## config.mk

```make
export PLATFORM = sky130hd
export DESIGN_NAME = muldiv_unit
export DESIGN_NICKNAME = d
export VERILOG_FILES = /design/src/rtl/muldiv_pkg.sv /design/src/rtl/mdu_op_decode.sv /design/src/rtl/muldiv_unit.sv
export SDC_FILE = /design/constraint.sdc
export NUM_CORES = 1
export LEC_CHECK = 0
export ABC_AREA = 1
export ABC_CLOCK_PERIOD_IN_PS = 9800
export CORE_MARGIN = 2
export CORE_UTILIZATION = 35
export CTS_CLUSTER_DIAMETER = 30
export DETAILED_ROUTE_END_ITERATION = 10
export GPL_TIMING_DRIVEN = 0
export PLACE_DENSITY_LB_ADDON = 0.25
export REMOVE_ABC_BUFFERS = 1
export SKIP_CTS_REPAIR_TIMING = 1
export SYNTH_ARGS = -nofsm -noshare
export SYNTH_HDL_FRONTEND = slang
export SYNTH_SLANG_ARGS = --single-unit
```

## constraint.sdc

```tcl
create_clock -name clk -period 9.8 [get_ports clk]
set_clock_uncertainty 0.2 [all_clocks]
set_input_delay 1.96 -clock clk [delete_from_list [all_inputs] [get_ports clk]]
set_output_delay 1.96 -clock clk [all_outputs]
set_load 0.02 [all_outputs]
```

## src/rtl/muldiv_pkg.sv

```systemverilog
// Shared constants and types for the M-extension multiply/divide unit.
// No logic: funct3/funct7 codes, FSM state encoding, decoded-op struct.
// Imported by the decoder and by the top-level unit.
package muldiv_pkg;

  // M-extension funct3 operation codes
  localparam logic [2:0] F3_MUL    = 3'b000;
  localparam logic [2:0] F3_MULH   = 3'b001;
  localparam logic [2:0] F3_MULHSU = 3'b010;
  localparam logic [2:0] F3_MULHU  = 3'b011;
  localparam logic [2:0] F3_DIV    = 3'b100;
  localparam logic [2:0] F3_DIVU   = 3'b101;
  localparam logic [2:0] F3_REM    = 3'b110;
  localparam logic [2:0] F3_REMU   = 3'b111;

  // funct7 value that steers an OP/OP-32 instruction to this unit
  localparam logic [6:0] MEXT_FUNCT7 = 7'b0000001;

  // Control FSM state encoding
  localparam logic [1:0] ST_IDLE = 2'd0;
  localparam logic [1:0] ST_CALC = 2'd1;
  localparam logic [1:0] ST_FIX  = 2'd2;
  localparam logic [1:0] ST_DONE = 2'd3;

  // Decoded operation attributes
  typedef struct packed {
    logic is_div;
    logic a_signed;
    logic b_signed;
    logic want_high;
    logic want_rem;
  } mdu_dec_t;

endpackage

```

## src/rtl/mdu_op_decode.sv

```systemverilog
// Decodes M-extension funct3 into datapath control flags.
// Purely combinational, zero latency.
// No handshake; output follows input.
module mdu_op_decode
  import muldiv_pkg::*;
(
  input  logic [2:0] funct3,
  output logic       is_div,
  output logic       a_signed,
  output logic       b_signed,
  output logic       want_high,
  output logic       want_rem
);

  // Operand signedness and result selection per operation
  always_comb begin
    is_div    = funct3[2];
    a_signed  = 1'b0;
    b_signed  = 1'b0;
    want_high = 1'b0;
    want_rem  = 1'b0;
    case (funct3)
      F3_MUL: begin
        a_signed = 1'b1;
        b_signed = 1'b1;
      end
      F3_MULH: begin
        a_signed  = 1'b1;
        b_signed  = 1'b1;
        want_high = 1'b1;
      end
      F3_MULHSU: begin
        a_signed  = 1'b1;
        want_high = 1'b1;
      end
      F3_MULHU: begin
        want_high = 1'b1;
      end
      F3_DIV: begin
        a_signed = 1'b1;
        b_signed = 1'b1;
      end
      F3_DIVU: begin
      end
      F3_REM: begin
        a_signed = 1'b1;
        b_signed = 1'b1;
        want_rem = 1'b1;
      end
      F3_REMU: begin
        want_rem = 1'b1;
      end
      default: begin
      end
    endcase
  end

endmodule

```

## src/rtl/muldiv_unit.sv

```systemverilog
// Iterative RV32M/RV64M multiply/divide: radix-2 shift-add multiply, restoring divide.
// Latency XLEN+2 cycles from accepted start to done; div-by-zero/overflow finish in 1.
// start only sampled in IDLE/DONE (no queueing); kill aborts to IDLE without done.
module muldiv_unit
  import muldiv_pkg::*;
#(
  parameter int XLEN = 32
) (
  input  logic            clk,
  input  logic            reset,
  input  logic            start,
  input  logic [2:0]      funct3,
  input  logic [XLEN-1:0] src_a,
  input  logic [XLEN-1:0] src_b,
  input  logic            kill,
  output logic            busy,
  output logic            done,
  output logic [XLEN-1:0] result
);

  localparam int               CNT_W    = $clog2(XLEN) + 1;
  localparam logic [XLEN-1:0]  ALL_ONES = {XLEN{1'b1}};
  localparam logic [XLEN-1:0]  MOST_NEG = {1'b1, {(XLEN-1){1'b0}}};
  localparam logic [CNT_W-1:0] CNT_LOAD = CNT_W'(XLEN);
  localparam logic [CNT_W-1:0] CNT_LAST = CNT_W'(1);

  logic [1:0]        state_q, state_d;
  mdu_dec_t          dec_q, dec_d, dec_in;
  logic              sign_a_q, sign_a_d;   // raw operand MSBs; signedness applied at FIX
  logic              sign_b_q, sign_b_d;
  logic [XLEN-1:0]   mcand_q, mcand_d;
  logic [XLEN-1:0]   divisor_q, divisor_d;
  logic [XLEN-1:0]   rem_q, rem_d;
  logic [XLEN-1:0]   quot_q, quot_d;
  logic [XLEN-1:0]   result_q, result_d;
  logic [2*XLEN-1:0] prod_q, prod_d;
  logic [CNT_W-1:0]  cnt_q, cnt_d;

  logic in_is_div, in_a_signed, in_b_signed, in_want_high, in_want_rem;

  mdu_op_decode u_dec (
    .funct3    (funct3),
    .is_div    (in_is_div),
    .a_signed  (in_a_signed),
    .b_signed  (in_b_signed),
    .want_high (in_want_high),
    .want_rem  (in_want_rem)
  );

  assign dec_in = {in_is_div, in_a_signed, in_b_signed, in_want_high, in_want_rem};

  // Accept-time operand magnitudes and special-case detection
  logic [XLEN-1:0] mag_a, mag_b;
  logic            div_by_zero, div_ovf;

  assign mag_a       = (dec_in.a_signed && src_a[XLEN-1]) ? -src_a : src_a;
  assign mag_b       = (dec_in.b_signed && src_b[XLEN-1]) ? -src_b : src_b;
  assign div_by_zero = dec_in.is_div && (src_b == '0);
  assign div_ovf     = dec_in.is_div && dec_in.a_signed &&
                       (src_a == MOST_NEG) && (src_b == ALL_ONES);

  // One iteration of each algorithm; both run every CALC cycle, FIX picks one
  logic [XLEN:0]     mul_sum;
  logic [2*XLEN-1:0] prod_step;
  logic [XLEN:0]     rem_sh, div_diff;

  assign mul_sum   = {1'b0, prod_q[2*XLEN-1:XLEN]} + {1'b0, (prod_q[0] ? mcand_q : '0)};
  assign prod_step = {mul_sum, prod_q[XLEN-1:1]};
  assign rem_sh    = {rem_q, quot_q[XLEN-1]};
  assign div_diff  = rem_sh - {1'b0, divisor_q};

  // Sign correction and result selection
  logic              neg_a, neg_b;
  logic [2*XLEN-1:0] prod_fix;
  logic [XLEN-1:0]   quot_fix, rem_fix, fix_res;

  assign neg_a    = dec_q.a_signed & sign_a_q;
  assign neg_b    = dec_q.b_signed & sign_b_q;
  assign prod_fix = (neg_a ^ neg_b) ? -prod_q : prod_q;
  assign quot_fix = (neg_a ^ neg_b) ? -quot_q : quot_q;
  assign rem_fix  = neg_a ? -rem_q : rem_q;
  assign fix_res  = dec_q.is_div ? (dec_q.want_rem ? rem_fix : quot_fix)
                                 : (dec_q.want_high ? prod_fix[2*XLEN-1:XLEN]
                                                    : prod_fix[XLEN-1:0]);

  // Next-state and datapath update
  always_comb begin
    state_d   = state_q;
    dec_d     = dec_q;
    sign_a_d  = sign_a_q;
    sign_b_d  = sign_b_q;
    mcand_d   = mcand_q;
    divisor_d = divisor_q;
    rem_d     = rem_q;
    quot_d    = quot_q;
    prod_d    = prod_q;
    cnt_d     = cnt_q;
    result_d  = result_q;

    if (kill) begin
      state_d = ST_IDLE;
    end else begin
      case (state_q)
        ST_IDLE, ST_DONE: begin
          if (start) begin
            dec_d     = dec_in;
            sign_a_d  = src_a[XLEN-1];
            sign_b_d  = src_b[XLEN-1];
            mcand_d   = mag_a;
            divisor_d = mag_b;
            quot_d    = mag_a;
            rem_d     = '0;
            prod_d    = {{XLEN{1'b0}}, mag_b};
            cnt_d     = CNT_LOAD;
            if (div_by_zero) begin
              result_d = dec_in.want_rem ? src_a : ALL_ONES;
              state_d  = ST_DONE;
            end else if (div_ovf) begin
              result_d = dec_in.want_rem ? '0 : src_a;
              state_d  = ST_DONE;
            end else begin
              state_d = ST_CALC;
            end
          end else begin
            state_d = ST_IDLE;
          end
        end
        ST_CALC: begin
          prod_d = prod_step;
          if (!div_diff[XLEN]) begin
            rem_d  = div_diff[XLEN-1:0];
            quot_d = {quot_q[XLEN-2:0], 1'b1};
          end else begin
            rem_d  = rem_sh[XLEN-1:0];
            quot_d = {quot_q[XLEN-2:0], 1'b0};
          end
          cnt_d = cnt_q - 1'b1;
          if (cnt_q == CNT_LAST) begin
            state_d = ST_FIX;
          end
        end
        ST_FIX: begin
          result_d = fix_res;
          state_d  = ST_DONE;
        end
        default: begin
          state_d = ST_IDLE;
        end
      endcase
    end
  end

  // State and datapath registers, async active-high reset
  always_ff @(posedge clk or posedge reset) begin
    if (reset) begin
      state_q   <= ST_IDLE;
      dec_q     <= '0;
      sign_a_q  <= 1'b0;
      sign_b_q  <= 1'b0;
      mcand_q   <= '0;
      divisor_q <= '0;
      rem_q     <= '0;
      quot_q    <= '0;
      prod_q    <= '0;
      cnt_q     <= '0;
      result_q  <= '0;
    end else begin
      state_q   <= state_d;
      dec_q     <= dec_d;
      sign_a_q  <= sign_a_d;
      sign_b_q  <= sign_b_d;
      mcand_q   <= mcand_d;
      divisor_q <= divisor_d;
      rem_q     <= rem_d;
      quot_q    <= quot_d;
      prod_q    <= prod_d;
      cnt_q     <= cnt_d;
      result_q  <= result_d;
    end
  end

  assign busy   = (state_q == ST_CALC) || (state_q == ST_FIX);
  assign done   = (state_q == ST_DONE);
  assign result = result_q;

endmodule

```

; ---- Yosys cells after proc, flatten, opt, wreduce, memory -nomap -nowiden
; Cells that the tools add are included.
[op_classes]
mux = 35
add_sub_neg = 8
n_reduce_logical = 20
bitwise_logic = 4
eq_ne = 15
[ops]
columns = operator, n
row1 = $mux 32, 16
row2 = $pmux 32 s2, 3
row3 = $mux 64, 2
row4 = $neg 32->32, 4
row5 = $pmux 64 s2, 1
row6 = $eq 32x32->1 const B, 2
row7 = $neg 64->64, 1
row8 = $add 32x32->33, 1
row9 = $sub 33x32->33, 1
row10 = $logic_not 32->1, 1
row11 = $pmux 6 s2, 1
row12 = $mux 2, 5
row13 = $eq 3x3->1 const B, 3
row14 = $eq 3x2->1 const B, 2
row15 = $eq 6x1->1 const B, 1
row16 = $logic_and 1x1->1, 6
row17 = $mux 6, 1
row18 = $ne 3x3->1 const B, 2
row19 = $pmux 2 s3, 1
row20 = $reduce_and 3->1, 2
row21 = $sub 6x1->6 const B, 1
row22 = $mux 1, 5
row23 = $reduce_or 5->1, 1
row24 = $eq 2x2->1 const B, 2
row25 = 14 further kinds, 17
[word_totals]
in_bits = 71
reg_bits = 239

; ---- Depth between registers and ports, before layout
; Gate-level depths: netlist of the first run.
[depth]
ltp_word = 11
ltp_mapped = 21
mapped_depth_nobuf = 19

; ---- Cells and area by module
; A second synthesis of the first run with hierarchy kept.
[hier_totals]
hier_cells = 3625
hier_area_um2 = 21725.8
[modules_own_cells]
columns = module, area_per_inst_um2, cells_per_inst, instances, seq_area_each_um2
row1 = muldiv_unit, 21674.5, 3613, 1, 5980.7
row2 = mdu_op_decode, 51.3, 12, 1, 0.0

; ---- Worst setup path after synthesis of the first run
; OpenSTA, ideal clock, no wires.
[synth_timing]
kind = in2reg
start = input port src_a[1]
end = register result_q[10] (netlist: result[10])
stages = 13
n_path_buf = 1
arrival_time_ns = 3.245
path_slack_ns = 6.278
path_cell_list = inv_1 ha_1 nand3_1 nor2_1 nand2_1 nor2_1 nand4_1 nand3_2 nand2_2 inv_2 buf_4 nor2_1 a21oi_1
[synth_via]
elab_chain_cells = 5
[synth_lines]
columns = element, line_no
row1 = "start, declared", muldiv_unit.sv:13  ; input logic [XLEN-1:0] src_a,
row2 = $eq 32x32->1, muldiv_unit.sv:60  ; (src_a == MOST_NEG) && (src_b == ALL_ONES);
row3 = $logic_and 1x1->1, muldiv_unit.sv:59  ; assign div_ovf = dec_in.is_div && dec_in.a_signed &&
row4 = $logic_and 1x1->1, muldiv_unit.sv:60
row5 = $ne 3x3->1 (no source line), --
row6 = $reduce_and 4->1 (no source line), --
row7 = "end signal, assigned", muldiv_unit.sv:178  ; result_q <= result_d;
row8 = "end, declared", muldiv_unit.sv:35  ; logic [XLEN-1:0] result_q, result_d;
; Every way passes these cells.
; A chain may end at the register's enable or synchronous reset.

; ---- Final worst setup path of the first run
[layout_timing]
start = input port src_a[0]
end = register result_q[17] (netlist: result[17])
; Same word-level chain as after synthesis.

==> results of run 1 <==
cell families after synthesis:
group                      share of synthesized area (%)
buffers and inverters                               10.1
and+or+nand+nor                                     40.1
AOI/OAI and AO/OA                                   15.8
DFF                                                 27.0
adders and majority gates                           4.41
xor gates and xnor gates                            2.61
worst register-to-register path, delay by kind of cell, from the launching register on:
family                 cells  cell delay (ps)
AOI/OAI and AO/OA          1              160
buffers and inverters      1             1090
DFF                        1              340
and+or+nand+nor           10             2890
registers in the layout, indices dropped and copies added, names as in the netlist:
register / count
dec_q: 5
sign_b_q: 1
sign_a_q: 1
quot_q: 32
cnt_q: 6
mcand_q: 32
rem_q: 32
result: 32
prod_q: 64
state_q: 2
divisor_q: 32
per-stage QoR:
step / setup slack [ps] / cell area, um2 / hold WS, ps
detailed placement: 3410 / 23900 / 263
CTS: 4010 / 26600 / 273
finish: 3960 / 26600 / 274
global route: 3770 / 26600 / 297
floorplan: 1080 / 21500 / 242
global placement: -3520 / 23600 / 257
layout by cell type (no fill, tap or decap), types with 10 or more instances in the layout:
cell,n
buf_12,11
nand2_1,1013
ha_1,74
clkdlybuf4s50_1,104
nor3_1,25
clkbuf_16,79
nor2_2,13
o21bai_1,10
nand3b_1,17
nand4_1,41
clkbuf_1,15
or2_2,10
nand3_1,372
nand3_2,22
xor2_1,48
a21oi_1,243
a31oi_1,25
o211ai_1,22
nor2_1,473
o21ai_1,21
nand2_2,40
dfrtp_1,238
inv_1,401
clkbuf_8,16
o21ai_0,296
o22ai_1,16
clkinv_2,10
xnor2_1,18
routing by layer:
layer / track usage [%] / vias to the layer above / share of wire (%)
li1: - / 12031 / -
met1: 36.1 / 11519 / 44
met2: 44.1 / 838 / 45
met3: 4.42 / 175 / 6.8
met4: 10.1 / 0 / 3.8
met5: 0 / - / 0
synthesized netlist by cell type, types with 10 or more instances:
master	instances	share of area [%]
nand2_2	39	1.1
nand3_2	22	0.99
o21ai_1	21	0.47
nor3_1	25	0.56
o211ai_1	22	0.74
or2_2	10	0.28
nand3b_1	17	0.58
xnor2_1	18	0.71
buf_4	12	0.41
a21oi_1	243	5.5
buf_2	48	1.1
a31oi_1	25	0.71
xor2_1	48	1.9
o22ai_1	16	0.45
ha_1	75	4.2
nand4_1	41	1.2
inv_1	404	6.8
o21ai_0	296	6.7
clkbuf_1	57	0.96
nor2_2	15	0.42
nand3_1	372	8.4
nand2_1	1014	17
nor2_1	473	8.0
dfrtp_1	239	27
o21bai_1	10	0.34
path summary, 6_finish.rpt:
path	startpoint	endpoint	slack (ps)
worst max-delay path	src_a[0]	result[17]$_DFFE_PP0P_	3960
worst min-delay path	mcand_q[5]$_DFFE_PP0P_	mcand_q[5]$_DFFE_PP0P_	270
worst max register to register	dec_q[3]$_DFFE_PP0P_	result[20]$_DFFE_PP0P_	5050
worst min register to register	mcand_q[5]$_DFFE_PP0P_	mcand_q[5]$_DFFE_PP0P_	270
max in group asynchronous	reset	quot_q[20]$_DFFE_PP0P_	6470
min in group asynchronous	reset	prod_q[10]$_DFFE_PP0P_	1600
layout make-up:
| type | instances | area [um2] |
|---|---|---|
| clock buffer | 110 | 2250 |
| clock inverter | 27 | 405 |
| fill | 6743 | 36200 |
| inverter | 411 | 1560 |
| multi-input combinational | 2861 | 14000 |
| sequential | 239 | 5980 |
| tap | 846 | 1060 |
| timing repair buffer | 119 | 1370 |
power breakdown:
part | internal, mW | total [mW] | switching (mW)
Clock | 1.81 | 2.54 | 0.729
Combinational | 1.48 | 4.68 | 3.19
Sequential | 1.40 | 1.88 | 0.482
==> flow_metrics.py, run 1 <==
metrics = {
    "run_status": {
        "outcome": "complete, no violations",
    },
    "min_path": {
        "hold_depth": 2,
        "hp-class": "flip-flop to flip-flop",
    },
    "timing": {
        "slew_viol_final": 0,
        "slew_headroom_pct": 9.08,
        "tightest_slew_ps": 1360,
        "rsz0062_at_grt": "false",
        "finalSetupViolCount": 0,
        "max_freq_ghz": 0.171,
        "hold_viol": 0,
        "finalCritPeriodShare_pct": 59.6,
        "period_minus_slack_ps": 5840,
        "fin_setup_tns_ps": 0,
    },
    "critical_path": {
        "max_stage_delay_ps": 890,
        "crit_chain": "clkdlybuf4s50_1 > inv_1 > ha_1 > nand3_1 > nor2_1 > nand2_1 > nor2_1 > nand4_1 > nand3_2 > nand2_2 > inv_2 > nor2_1 > a21oi_1",
        "cp.depth": 13,
        "crit_family": "simple AND/OR/NAND/NOR gates",
        "crit_top_cell": "nor2_1",
        "critical_path_class": "input pin to flip-flop",
        "start_kind": "input pin",
        "end_kind": "flip-flop",
        "r2r_cells": 12,
        "critical_path_buf_inv_count": 3,
        "worstPathArrival_ps": 6160,
        "required_ps": 10120,
        "crit_path_top_delay_cell": "inv_2",
        "cp_max_fo": 33,
    },
    "drt": {
        "totalWireLength_um": 90000,
        "post_drt_wl_per_cell_um": 19.5,
        "dr_total_vias": 24563,
        "vias_per_cell": 5.32,
        "first_iter_violations": 2652,
        "firstDrtPassIters": 8,
        "drtAntennaViolNets": 0,
        "route.detailed.drc": 0,
    },
    "clocking": {
        "clkSlewWorstSetupHoldPaths_ps": 40,
        "cts_tree": "built",
        "cts_max_level": 3,
        "numCtsBuffers": 77,
        "clk_latency_ps": 610,
        "cts_buffer_depth": 3,
        "cts.sinks": 239,
        "cts_root_buf": "clkbuf_16",
    },
    "synth": {
        "async_reset_ff_share_pct": 100,
        "ys_seq_area_share_pct": 27.0,
        "synth_cell_type_count": 52,
        "synth_edf_count": 0,
        "ys_warn_count": 0,
        "synthCells": 3644,
        "syn_avg_cell_area_um2": 6.09,
        "synth_seq_cells": 239,
        "synthFlopType": "dfrtp_1",
        "synthesis.area_um2": 22200,
    },
    "final_layout": {
        "finalNonFillerCells": 4613,
        "synthToLayoutAreaGrowth_pct": 20.0,
        "utilization_pct": 42.3,
        "drive_gt1_share_pct": 6.85,
        "nets": 3857,
        "antenna_cells": 0,
    },
    "floorplanning": {
        "initial_core_util_pct": 35.3,
        "die_h_um": 256,
        "die_area_um2": 65400,
        "core_region_area_um2": 62900,
        "ios": 105,
        "rows": 92,
        "die_x_um": 256,
    },
    "pwr": {
        "power.total_mw": 9.10,
        "static-leakage-power_nw": 13.1,
        "power_density_nw_per_um2": 342,
        "peakVddDrop_mv": 0.177,
    },
    "grt": {
        "grt_pass1_wl_um": 138000,
        "grt_overflow": 0,
        "grt_max_degree": 108,
        "first_global_vias": 23341,
        "grt_antenna_before_repair": 2,
        "grt.total_usage_pct": 27.1,
    },
    "place": {
        "placement.io_buffers": 104,
        "dp_hpwl_um": 69100,
        "gp_congestion": 0.994,
        "dp.cells": 4476,
    },
    "job": {
        "max_cap_viol_count": 0,
    },
}
Note: power is estimated with default switching activity, not from simulation.
==> run 2, diff against run 1 <==
ABC_CLOCK_PERIOD_IN_PS = 5500   (was 9800)
clock period = 5.5 ns   (was 9.8 ns; I/O delays follow)
==> results of run 2 <==
Same layout as run 1 (identical final DEF). Status: complete, no violations.
Main changes from that run: setup slack after placement 3410 ps -> -33.2 ps; setup slack after layout 3960 ps -> 516 ps; register-to-register setup slack 5050 ps -> 750 ps; total power 9.10 mW -> 16.2 mW; worst IR drop on VDD 0.177 mV -> 0.316 mV
